## src/rtl/morse_pkg.sv

```systemverilog
// Shared types and unit-count constants for the Morse playback path.
package morse_pkg;

   typedef enum logic [2:0] {
      IDLE,
      MARK,
      SYM_GAP,
      CHAR_GAP,
      WORD_GAP
   } state_t;

   localparam logic [2:0] DOT_UNITS      = 3'd1;
   localparam logic [2:0] DASH_UNITS     = 3'd3;
   localparam logic [2:0] SYM_GAP_UNITS  = 3'd1;
   localparam logic [2:0] CHAR_GAP_UNITS = 3'd3;
   localparam logic [2:0] WORD_GAP_UNITS = 3'd7;
   localparam logic [2:0] MAX_SYM        = 3'd5;

   function automatic logic [2:0] mark_units(input logic dash);
      return dash ? DASH_UNITS : DOT_UNITS;
   endfunction

endpackage

```

## src/rtl/morse_unit_timer.sv

```systemverilog
// Morse time base: clk-cycle counter wrapping every UNIT_CYCLES, plus a units
// counter (0..6) that advances on each wrap. Both clear while i_clear is high.
module morse_unit_timer #(
   parameter int unsigned UNIT_CYCLES = 12000000
) (
   input  logic       clk,
   input  logic       rst_n,
   input  logic       i_clear,
   input  logic [2:0] i_units,
   output logic       o_units_reached
);

   localparam int unsigned   CW   = $clog2(UNIT_CYCLES);
   localparam logic [CW-1:0] LAST = CW'(UNIT_CYCLES - 1);

   logic [CW-1:0] r_cnt;
   logic [2:0]    r_units;
   logic          w_wrap;

   assign w_wrap = (r_cnt == LAST);

   always_ff @(posedge clk or negedge rst_n) begin
      if (!rst_n) begin
         r_cnt   <= '0;
         r_units <= '0;
      end else if (i_clear) begin
         r_cnt   <= '0;
         r_units <= '0;
      end else if (w_wrap) begin
         r_cnt   <= '0;
         r_units <= (r_units == 3'd6) ? 3'd0 : r_units + 3'd1;
      end else begin
         r_cnt <= r_cnt + 1'b1;
      end
   end

   // High in the final clk cycle of the i_units-th unit.
   assign o_units_reached = w_wrap && (r_units == (i_units - 3'd1));

endmodule

```

## src/rtl/morse_player.sv

```systemverilog
// Plays one accepted character (dot/dash pattern + length) as timed Morse on key_out.
// Optional audio tone on tone_out is built only when MORSE_TONE_EN is defined.
module morse_player
   import morse_pkg::*;
#(
   parameter int unsigned UNIT_CYCLES      = 12000000,
   parameter int unsigned TONE_HALF_CYCLES = 50000
) (
   input  logic       clk,
   input  logic       rst_n,
   input  logic       char_valid,
   output logic       char_ready,
   input  logic [4:0] sym_seq,
   input  logic [2:0] sym_len,
   input  logic       abort,
   output logic       key_out,
   output logic       busy,
   output logic       char_done,
   output logic       len_err,
   output logic       tone_out
);

   if (UNIT_CYCLES < 2 || TONE_HALF_CYCLES < 1) begin : g_bad_params
      $error("morse_player: UNIT_CYCLES must be >= 2 and TONE_HALF_CYCLES >= 1");
   end

   state_t     r_state;
   state_t     w_next;
   logic [4:0] r_seq;
   logic [2:0] r_len;
   logic [2:0] r_idx;
   logic [2:0] w_units;
   logic       w_accept;
   logic       w_clear;
   logic       w_reached;
   logic       w_last_sym;
   logic       r_key;
   logic       r_len_err;

   assign w_accept   = char_valid && (r_state == IDLE) && !abort;
   assign w_last_sym = (r_idx == (r_len - 3'd1));

   always_ff @(posedge clk or negedge rst_n) begin
      if (!rst_n) r_state <= IDLE;
      else        r_state <= w_next;
   end

   always_comb begin
      w_next = r_state;
      case (r_state)
         IDLE: begin
            if (w_accept) begin
               if (sym_len == 3'd0)         w_next = WORD_GAP;
               else if (sym_len <= MAX_SYM) w_next = MARK;
            end
         end
         MARK: begin
            if (w_reached) w_next = w_last_sym ? CHAR_GAP : SYM_GAP;
         end
         SYM_GAP: begin
            if (w_reached) w_next = MARK;
         end
         CHAR_GAP, WORD_GAP: begin
            if (w_reached) w_next = IDLE;
         end
         default: w_next = IDLE;
      endcase
      if (abort) w_next = IDLE;
   end

   always_comb begin
      char_ready = (r_state == IDLE);
      busy       = (r_state != IDLE);
      char_done  = !abort && w_reached && ((r_state == CHAR_GAP) || (r_state == WORD_GAP));
   end

   // Timer restarts on every state entry and is held clear while idle.
   assign w_clear = (w_next != r_state) || (r_state == IDLE);

   always_comb begin
      w_units = SYM_GAP_UNITS;
      case (r_state)
         MARK:     w_units = mark_units(r_seq[r_idx]);
         SYM_GAP:  w_units = SYM_GAP_UNITS;
         CHAR_GAP: w_units = CHAR_GAP_UNITS;
         WORD_GAP: w_units = WORD_GAP_UNITS;
         default:  w_units = SYM_GAP_UNITS;
      endcase
   end

   morse_unit_timer #(
      .UNIT_CYCLES(UNIT_CYCLES)
   ) u_timer (
      .clk            (clk),
      .rst_n          (rst_n),
      .i_clear        (w_clear),
      .i_units        (w_units),
      .o_units_reached(w_reached)
   );

   always_ff @(posedge clk or negedge rst_n) begin
      if (!rst_n) begin
         r_seq     <= '0;
         r_len     <= '0;
         r_idx     <= '0;
         r_key     <= 1'b0;
         r_len_err <= 1'b0;
      end else begin
         if (w_accept) begin
            r_seq <= sym_seq;
            r_len <= sym_len;
            r_idx <= '0;
         end else if ((r_state == MARK) && w_reached && !abort) begin
            r_idx <= r_idx + 3'd1;
         end
         r_key     <= (w_next == MARK);
         r_len_err <= w_accept && (sym_len > MAX_SYM);
      end
   end

   assign key_out = r_key;
   assign len_err = r_len_err;

`ifdef MORSE_TONE_EN
   localparam int unsigned TW = (TONE_HALF_CYCLES > 1) ? $clog2(TONE_HALF_CYCLES) : 1;

   logic [TW-1:0] r_tone_cnt;
   logic          r_tone;

   // Cleared from the next-key value so tone_out is never high while key_out is low.
   always_ff @(posedge clk or negedge rst_n) begin
      if (!rst_n) begin
         r_tone_cnt <= '0;
         r_tone     <= 1'b0;
      end else if ((w_next != MARK) || !r_key) begin
         r_tone_cnt <= '0;
         r_tone     <= 1'b0;
      end else if (r_tone_cnt == TW'(TONE_HALF_CYCLES - 1)) begin
         r_tone_cnt <= '0;
         r_tone     <= ~r_tone;
      end else begin
         r_tone_cnt <= r_tone_cnt + 1'b1;
      end
   end

   assign tone_out = r_tone;
`else
   assign tone_out = 1'b0;
`endif

endmodule

```

## config.mk

```make
export PLATFORM = sky130hd
export DESIGN_NAME = morse_player
export DESIGN_NICKNAME = d
export VERILOG_FILES = /design/src/rtl/morse_pkg.sv /design/src/rtl/morse_unit_timer.sv /design/src/rtl/morse_player.sv
export SDC_FILE = /design/constraint.sdc
export NUM_CORES = 1
export LEC_CHECK = 0
export ABC_AREA = 1
export CAP_MARGIN = 40
export CORE_MARGIN = 8
export CORE_UTILIZATION = 56
export CTS_BUF_LIST = sky130_fd_sc_hd__clkbuf_4
export DETAILED_ROUTE_END_ITERATION = 8
export GPL_TIMING_DRIVEN = 0
export PLACE_DENSITY = 0.85
export SYNTH_ARGS = -nofsm -noshare
export SYNTH_HDL_FRONTEND = slang
export SYNTH_HIERARCHICAL = 1
export SYNTH_SLANG_ARGS = --single-unit
```

## constraint.sdc

```tcl
create_clock -name clk -period 3.85 [get_ports clk]
set_clock_uncertainty 0.05 [all_clocks]
set_input_delay 0.77 -clock clk [delete_from_list [all_inputs] [get_ports clk]]
set_output_delay 0.77 -clock clk [all_outputs]
set_load 0.02 [all_outputs]
```

# Yosys cells after proc, flatten, opt, wreduce, memory -nomap -nowiden
# Cells that the tools add are included.
dict set report word_totals {
  ff_bits 43
  in_bits 12
  output_inout_bits 6
  word_cells 63
}
dict set report classes {
  add_sub_neg 5
  n_lt_le_gt_ge 3
  eq_ne 10
  n_mux 20
  n_reduce_logical 17
}
# cell n
set op_table {}
lappend op_table {{$mux W24} 2}
lappend op_table {{$mux W3} 12}
lappend op_table {{$add A24 B1 Y24 const B} 1}
lappend op_table {{$eq A24 B24 Y1 const B} 1}
lappend op_table {{$pmux W3 S4} 1}
lappend op_table {{$pmux W3 S3} 1}
lappend op_table {{$logic_and A1 B1 Y1} 8}
lappend op_table {{$add A3 B1 Y3 const B} 2}
lappend op_table {{$eq A3 B1 Y1 const B} 2}
lappend op_table {{$eq A3 B2 Y1 const B} 2}
lappend op_table {{$eq A3 B3 Y1} 2}
lappend op_table {{$eq A3 B3 Y1 const B} 2}
lappend op_table {{$logic_not A3 Y1} 2}
lappend op_table {{$sub A3 B1 Y3 const B} 2}
lappend op_table {{$lt A3 B4 Y1 const B} 1}
lappend op_table {{$reduce_bool A2 Y1} 2}
lappend op_table {{$bmux W1 S3} 1}
lappend op_table {{$gt A3 B3 Y1 const B} 1}
lappend op_table {{$le A3 B3 Y1 const B} 1}
lappend op_table {{$ne A3 B3 Y1} 1}
lappend op_table {{$reduce_bool A3 Y1} 1}
lappend op_table {{$logic_or A1 B1 Y1} 2}
lappend op_table {{$mux W1} 2}
lappend op_table {{$mux W2} 1}
lappend op_table {{other kinds (2)} 2}

# Depth between registers and ports, before layout
# Gate-level depths: netlist of the first run.
dict set report depth {
  depth_word 13
  depth_mapped 24
  mapped_depth_nobuf 23
}

# Modules after synthesis
# Netlist of the first run, hierarchy kept.
# mod n_inst cells_each area_per_inst_um2 seq_area_each_um2
set modules_own_cells {}
lappend modules_own_cells {morse_unit_timer 1 244 1730.4 675.6}
lappend modules_own_cells {morse_player 1 134 960.9 400.4}

# Least setup slack after synthesis of the first run
# OpenSTA, ideal clock, no wires.
dict set report synth_path {
  path_type {register to output}
  startpoint {register r_state[2]}
  endpoint {output port char_done}
  arrival_time_ps 2667
  required_ps 3030
  slack_ps 363
  path_stages_with_launch 12
  path_buffers 0
  path_cell_list {dfrtp_1 -> inv_1 -> nor3_1 -> nor2_1 -> nand2_1 -> inv_1 -> ha_1 -> xor2_1 -> nand3_1 -> nor3_1 -> inv_1 -> nor3_1}
}
dict set report synth_via {
  elab_chain_cells 7
  elab_cells_between_ends 10
  classes_between {add/sub (1); eq/ne (4); mux (1); reduce/logical (4)}
}
# element line_no
set synth_rtl {}
lappend synth_rtl {{start, declared} morse_player.sv:27} ;# state_t r_state;
lappend synth_rtl {{start signal, assigned} morse_player.sv:45} ;# else r_state <= w_next;
lappend synth_rtl {{$eq A3 B3 Y1 (tied with other cells)} morse_player.sv:82} ;# case (r_state)
lappend synth_rtl {{$pmux W3 S3 *} morse_player.sv:82}
lappend synth_rtl {{net w_units[2]} morse_player.sv:32} ;# logic [2:0] w_units;
lappend synth_rtl {{$sub A3 B1 Y3 *} morse_unit_timer.sv:38} ;# assign o_units_reached = w_wrap && (r_units == (i_units - 3'd1));
lappend synth_rtl {{$eq A3 B3 Y1 *} morse_unit_timer.sv:38}
lappend synth_rtl {{$logic_and A1 B1 Y1 *} morse_unit_timer.sv:38}
lappend synth_rtl {{net w_reached} morse_player.sv:35} ;# logic w_reached;
lappend synth_rtl {{$logic_and A1 B1 Y1 * (2 in a row)} morse_player.sv:74} ;# char_done = !abort && w_reached && ((r_state == CHAR_GAP) || (r_state == WORD_GAP));
lappend synth_rtl {{end, declared} morse_player.sv:18} ;# output logic char_done,
# The timed path passes the listed nets; every way through them passes the cells marked *.

# Worst setup path after layout of the first run
dict set report layout_path {
  startpoint {register r_idx[0]}
  endpoint {output port char_done}
}
dict set report layout_via {
  elab_chain_cells 9
}
# element line_no
set layout_rtl {}
lappend layout_rtl {{start, declared} morse_player.sv:31} ;# logic [2:0] r_idx;
lappend layout_rtl {{start signal, assigned} morse_player.sv:114} ;# r_idx <= r_idx + 3'd1;
lappend layout_rtl {{$bmux W1 S3} morse_player.sv:83} ;# MARK: w_units = mark_units(r_seq[r_idx]);
lappend layout_rtl {{$mux W1 (not written as such)} morse_player.sv:83}
lappend layout_rtl {{$mux W2} morse_pkg.sv:20} ;# return dash ? DASH_UNITS : DOT_UNITS;
lappend layout_rtl {{$pmux W3 S3} morse_player.sv:82}
lappend layout_rtl {{net w_units[1]} morse_player.sv:32}
lappend layout_rtl {{$sub A3 B1 Y3} morse_unit_timer.sv:38}
lappend layout_rtl {{$eq A3 B3 Y1} morse_unit_timer.sv:38}
lappend layout_rtl {{$logic_and A1 B1 Y1} morse_unit_timer.sv:38}
lappend layout_rtl {{net w_reached} morse_player.sv:35}
lappend layout_rtl {{$logic_and A1 B1 Y1 (2 in a row)} morse_player.sv:74}
# The timed path passes the listed nets, and every way through them passes these cells. The select of a mux whose other input is x is not followed.

==> results of run 1 <==
## metrics by stage
stage / cells / area (µm²) / TNS (ps)
finish: 459 / 3030 / 0
global route: 459 / 3030 / 0
CTS: 459 / 3030 / 0
detailed placement: 450 / 2950 / -857
global placement: 449 / 2920 / -746
floorplan: 379 / 2700 / 0
## layout make-up
type | count | share of cell area (%)
Multi-Input combinational cell | 279 | 46.5
Sequential cell | 43 | 35.6
Inverter | 53 | 6.57
Timing Repair Buffer | 18 | 6.12
Tap cell | 54 | 2.23
Clock buffer | 5 | 1.24
Buffer | 4 | 1.16
Clock inverter | 3 | 0.661
## repair_timing
item	CTS	global route
pin swaps	1	0
hold endpoints to repair	0	0
buffers inserted	1	0
setup endpoints to repair	5	3
resized for setup	4	7
## cell families after synthesis
family                     Yosys count  share of synthesized area (%)
AOI/OAI and AO/OA                   29                           6.04
and+or+nand+nor                    234                           40.3
other                                2                          0.279
adders and majority gates            4                           1.86
xor gates and xnor gates             9                           2.93
buffers and inverters               57                           8.65
DFF                                 43                           40.0
## flip-flops by register name, indices dropped and copies added (netlist names)
register and flops:
len_err 1, r_idx 3, r_len 3, r_seq 5
key_out 1, u_timer/r_units 3, u_timer/r_cnt 24, r_state 3
## cells in the mapped netlist (6+ instances only)
| cell type | number |
|---|---|
| nand3_1 | 17 |
| nand4_1 | 6 |
| a21oi_1 | 8 |
| inv_1 | 48 |
| nand2_1 | 103 |
| o21ai_0 | 11 |
| nor3_1 | 10 |
| nand2_2 | 8 |
| nor2_2 | 7 |
| nor2_1 | 65 |
| dfrtp_1 | 43 |
## path summary, 6_finish.rpt
path | slack, ps | depth (start not counted) | to | startpoint
worst max-delay path | 280 | 13 | char_done | r_idx[0]
worst min-delay path | 290 | 1 | r_seq[3] | rst_n
worst max register to register | 360 | 24 | u_timer/r_units[2] | r_idx[0]
worst min register to register | 440 | 2 | r_seq[1] | r_seq[1]
max in group asynchronous | 2960 | 2 | u_timer/r_cnt[21] | rst_n
min in group clk | 440 | 2 | r_seq[1] | r_seq[1]
## report_power, final
part | total (mW) | internal [mW] | switching [mW]
Combinational | 0.219 | 0.0837 | 0.135
Clock | 0.230 | 0.0703 | 0.159
Sequential | 0.502 | 0.481 | 0.0208
Total | 0.950 | 0.635 | 0.315
## per-layer routing
layer / global-route usage (%) / wire, µm / part of all wire (%) / up-vias
met5: 0 / 0 / 0 / -
met3: 3.96 / 253 / 4.5 / 12
li1: - / - / - / 1230
met1: 20.7 / 2500 / 44 / 1084
met4: 5.89 / 108 / 1.9 / 0
met2: 28.4 / 2780 / 49 / 64
## cell usage in the layout, fill, tap and decap left out, types with 5 or more instances in the layout
| cell type | instances |
|---|---|
| inv_1 | 48 |
| nor2_4 | 5 |
| nand3_1 | 17 |
| xor2_1 | 5 |
| clkbuf_4 | 5 |
| nand3_2 | 5 |
| nand2_2 | 8 |
| nand2_1 | 103 |
| o21ai_0 | 11 |
| dfrtp_1 | 43 |
| nand4_1 | 6 |
| nor2_2 | 7 |
| nor2_1 | 65 |
| clkdlybuf4s50_1 | 14 |
| nor3_1 | 8 |
| a21oi_1 | 7 |
| inv_2 | 5 |
## worst reg2reg max path, delay by kind of cell (launching register included)
family	cells	cell delay, ps
AOI/OAI and AO/OA	8	970
and+or+nand+nor	9	820
buffers and inverters	5	670
DFF	1	470
adders and majority gates	1	280
xor gates and xnor gates	1	160
==> results.md, run 1 <==
* Clock tree sinks at 43
* Largest net degree at the start of global routing at 25
* Number of max-cap violations at 0
* Overall Global Routing Usage at 16.9%
* Avg Inst Size Synth at 7.12 µm²
* Largest area contributor in the synthesized netlist: dfrtp_1
* Crit path cell chain: inv_1, o21ai_0, o22ai_1, o211ai_1, nand2_1, inv_1, ha_1, xor2_1, nand3_1, nor3_4, inv_1, nor3_1, clkbuf_2
* Dpl hpwl at 4.30 mm
* Initial Util at 57.4%
* Unique masters post-synth at 34
* Initial antenna violation count at 0
* Sequential-to-total area share from yosys stat at 40.0%
* Final WL at 5.65 mm
* Area growth from synthesis to layout at 12.5%
* Drt pass-1 iters at 7
* Async S/R FF share, synth at 100%
* Vias in the first global route at 2302
* Final hold violation count at 0
* Fmax achieved at 0.280 GHz
* CP delay by family, top: simple AND/OR/NAND/NOR gates
* Inserted Clock Buffers at 5
* Worst-skew pair later-pin latency at 370 ps
* Clock Path Buffers at 2
* Number of buffers added on ports at 16
* Core area at 4690 µm²
* Main flop type after synthesis: dfrtp_1
* Vias post-DR at 2390
* Setup crit end kind: output port
* Layout cells sized above 1 at 13.1%
* IO Count at 18
* Die Wd at 85.3 µm
* Global-route wire length before repair at 10.1 mm
* Most Frequent Cell on Critical Path: inv_1
* Leakage power total at 1.41 nW
* RD Place Congestion at 0.892
* Worst-path clk slew at 140 ps
* CP bufs+invs at 4
* TritonCTS clock tree: built
* Root Driver: clkbuf_4
* Worst VDD drop at 0.242 mV
* DRT iter0 DRCs at 105
* Final period utilization at 92.8%
* Final ANT Viol Nets at 0
* Critical Path AT at 2750 ps
* Critical path launch point type: register
* Htree depth at 2
* FP Rows at 25
* RSZ-0062 raised after global routing: false
* CTS hold repair buffers at 0
* Synth top area share at 40.0%
* Die area at 7280 µm²
* Worst stage delay on the critical path at 470 ps
* Worst hold path type: in -> async
* Antenna Cells at 0
* Setup CP Type: reg -> out
* Post-Place Setup Slack at -276 ps
* Worst Hold Margin at 294 ps
* Detailed-route wire length per cell at 12.3 µm
* Status: complete, no violations
* Post-synth EDFFs at 0
* Power Total at 950 µW
* CP max-delay cell: dfrtp_1
* Fillcell total at 406
* Synthesized cell area at 2690 µm²
* Synth warn at 6
* Minimum clock period at 3570 ps
* Fin nets at 420
* Drt via density at 5.21
* GRT overflow at 0
* Die Height at 85.3 µm
* Crit Path Max Fanout at 6
* Setup WS post-layout at 278 ps
* Final Util at 64.5%
* Flops & latches, synth at 43
* Final Max Slew Viols at 0
* Endpoints failing setup at 0
* PD cells at 314 nW/µm²
* Top post-synthesis cells by area: dfrtp_1, nand2_1, nor2_1
* Area taken by multi-input logic gates at 1410 µm²
* Syn Inst Count at 378
* CP required at 3030 ps
* Register area at 1080 µm²
* DRC at 0
No activity file was read; power rests on OpenSTA's default activity.
==> run 2: changes to the inputs <==
--- a/config.mk
+++ b/config.mk
@@ -8,11 +8,11 @@
 export ABC_AREA = 1
 export CAP_MARGIN = 40
 export CORE_MARGIN = 8
-export CORE_UTILIZATION = 56
+export CORE_UTILIZATION = 55
 export CTS_BUF_LIST = sky130_fd_sc_hd__clkbuf_4
 export DETAILED_ROUTE_END_ITERATION = 8
 export GPL_TIMING_DRIVEN = 0
-export PLACE_DENSITY = 0.85
+export PLACE_DENSITY = 0.84
 export SYNTH_ARGS = -nofsm -noshare
 export SYNTH_HDL_FRONTEND = slang
 export SYNTH_HIERARCHICAL = 1
==> run 2 against run 1 <==
  * Utilization down 0.51 points
  * Worst hold slack worse by 55 ps
  * Power down 2.4%
  * Cell count rose by 2.4%
  * Fmax increased by 0.79%
  * Highest routed layer unchanged
  * Via count is 1.1% lower
  * Clock-buffer cell count up 1
  * Setup slack better by 28 ps
  * First-iteration DRC count up 17%
  * Clock power is 9.6% lower
==> results.md, run 2 (synthesis results as in run 1) <==
* Status: complete, no violations
* Leakage power total at 1.40 nW
* Seq pwr share at 54.0%
* Final period utilization at 92.0%
* Die Height at 86.0 µm
* TritonCTS clock tree: built
* Post-route cell area at 3020 µm²
* GRT overflow at 0
* Sw Share at 31.4%
* Fillcell total at 427
* Commonest cells after routing, fill and taps aside: nand2_1, nor2_1, inv_1, dfrtp_1, nand3_1
* Largest net degree at the start of global routing at 33
* Global-route wire length before repair at 9.60 mm
* Most Frequent Cell on Critical Path: inv_1
* Max FFs per register at 24
* Clock power frac at 22.4%
* Crit path cell chain: inv_2, o21ai_0, o22ai_1, o211ai_1, nand2_1, inv_1, ha_1, xor2_1, nand3_1, nor3_4, inv_1, nor3_1, buf_2
* CTS hold repair buffers at 0
* Minimum clock period at 3540 ps
* Initial antenna violation count at 0
* FP Rows at 25
* Fin nets at 420
* Final WL at 5.42 mm
* Register area at 1080 µm²
* Clock tree sinks at 43
* Layout cells sized above 1 at 13.4%
* Area taken by multi-input logic gates at 1410 µm²
* Initial Util at 57.0%
* Critical path launch point type: register
* CP required at 3030 ps
* Final ANT Viol Nets at 0
* RD Place Congestion at 0.930
* Worst VDD drop at 0.197 mV
* Setup CP Type: reg -> out
* Detailed-route wire length per cell at 11.5 µm
* Crit Path Max Fanout at 6
* Clock Path Buffers at 2
* Dpl hpwl at 4.17 mm
* Final hold violation count at 0
* Critical Path AT at 2720 ps
* Vias in the first global route at 2247
* Die area at 7390 µm²
* IO Count at 18
* Placed insts at 463
* Htree depth at 2
* Inserted Clock Buffers at 5
* DRT iter0 DRCs at 123
* Worst Hold Margin at 238 ps
* Final Max Slew Viols at 0
* Placement Cell Area at 2950 µm²
* Worst hold path type: in -> async
* Drt via density at 5.03
* Combinational Power Share at 23.6%
* Worst-skew pair later-pin latency at 340 ps
* PD cells at 307 nW/µm²
* Endpoints failing setup at 0
* Antenna Cells at 0
* Number of buffers added on ports at 16
* Worst stage delay on the critical path at 460 ps
* Int Pwr at 636 µW
* Worst-path clk slew at 110 ps
* Final Util at 64.0%
* Overall Global Routing Usage at 16.0%
* Fmax achieved at 0.282 GHz
* Most common cell after layout, fill and taps aside: nand2_1
* Largest regs: u_timer/r_cnt (24), r_seq (5)
* DRC at 0
* Vias post-DR at 2363
* Root Driver: clkbuf_4
* CP max-delay cell: dfrtp_1
* Biggest register: u_timer/r_cnt
* Drt pass-1 iters at 4
* Core area at 4720 µm²
* Number of max-cap violations at 0
* Psw at 291 µW
* Setup crit end kind: output port
* Die Wd at 86.0 µm
* Finished Layout Cells at 470
* Area growth from synthesis to layout at 12.3%
[run 2: what timing repair did]
item / in CTS / in global routing
pin swaps: 1 / 0
buffers inserted: 1 / 0
endpoints found under the setup margin: 5 / 3
resized for setup: 7 / 7
gates cloned: 0 / 0
[run 2: layer usage]
layer,track usage (%),wire length (µm),vias to the layer above
met5,0,0,-
met4,6.05,93,0
met3,3.53,216,8
met2,26.9,2610,44
met1,19.3,2500,1092
li1,-,-,1219
[run 2: through the flow]
stage               setup slack (ps)  power, mW  setup TNS [ps]
floorplan                        363      0.651               0
global placement                -272      0.713            -651
detailed placement              -414      0.721           -1050
CTS                              161      0.933               0
global route                   -21.4      0.985           -26.2
finish                           306      0.927               0
[run 2: layout make-up]
type,instances,area share (%)
Timing Repair Buffer,18,5.88
Multi-Input combinational cell,279,46.5
Sequential cell,43,35.6
Buffer,4,1.16
Inverter,53,6.58
Clock buffer,6,1.49
Tap cell,67,2.77
[run 2: worst paths after layout]
| kind | slack [ps] | to | from | cells past startpoint |
|---|---|---|---|---|
| max | 310 | char_done | r_idx[0] | 13 |
| min | 240 | u_timer/r_cnt[11] | rst_n | 1 |
| max reg2reg | 340 | u_timer/r_units[2] | r_idx[0] | 24 |
| min reg2reg | 410 | u_timer/r_cnt[0] | u_timer/r_cnt[0] | 1 |
| max in group asynchronous | 3070 | r_state[1] | rst_n | 2 |
| min in group clk | 410 | u_timer/r_cnt[0] | u_timer/r_cnt[0] | 1 |
[run 2: worst max-delay path, delay by kind of cell (launching register included)]
family / cells / cell delay, ps
compound gates: 3 / 360
xor+xnor: 1 / 170
fa+ha+maj: 1 / 280
buf+inv: 4 / 480
flops: 1 / 460
simple gates: 4 / 640
[run 2: power by group through the flow]
stage | Combinational, mW | Sequential (mW) | Clock (mW)
finish | 0.219 | 0.501 | 0.208
detailed placement | 0.213 | 0.508 | 0
global route | 0.247 | 0.504 | 0.234
floorplan | 0.144 | 0.507 | 0
CTS | 0.217 | 0.500 | 0.215
global placement | 0.205 | 0.508 | 0
==> run 3: changes to the inputs <==
--- a/config.mk
+++ b/config.mk
@@ -10,9 +10,11 @@
 export CORE_MARGIN = 8
 export CORE_UTILIZATION = 55
 export CTS_BUF_LIST = sky130_fd_sc_hd__clkbuf_4
+export CTS_CLUSTER_SIZE = 40
 export DETAILED_ROUTE_END_ITERATION = 8
 export GPL_TIMING_DRIVEN = 0
 export PLACE_DENSITY = 0.84
+export SLEW_MARGIN = 20
 export SYNTH_ARGS = -nofsm -noshare
 export SYNTH_HDL_FRONTEND = slang
 export SYNTH_HIERARCHICAL = 1
==> results of run 3 <==
No change in the layout: final DEF, timing and power equal those of run 2.
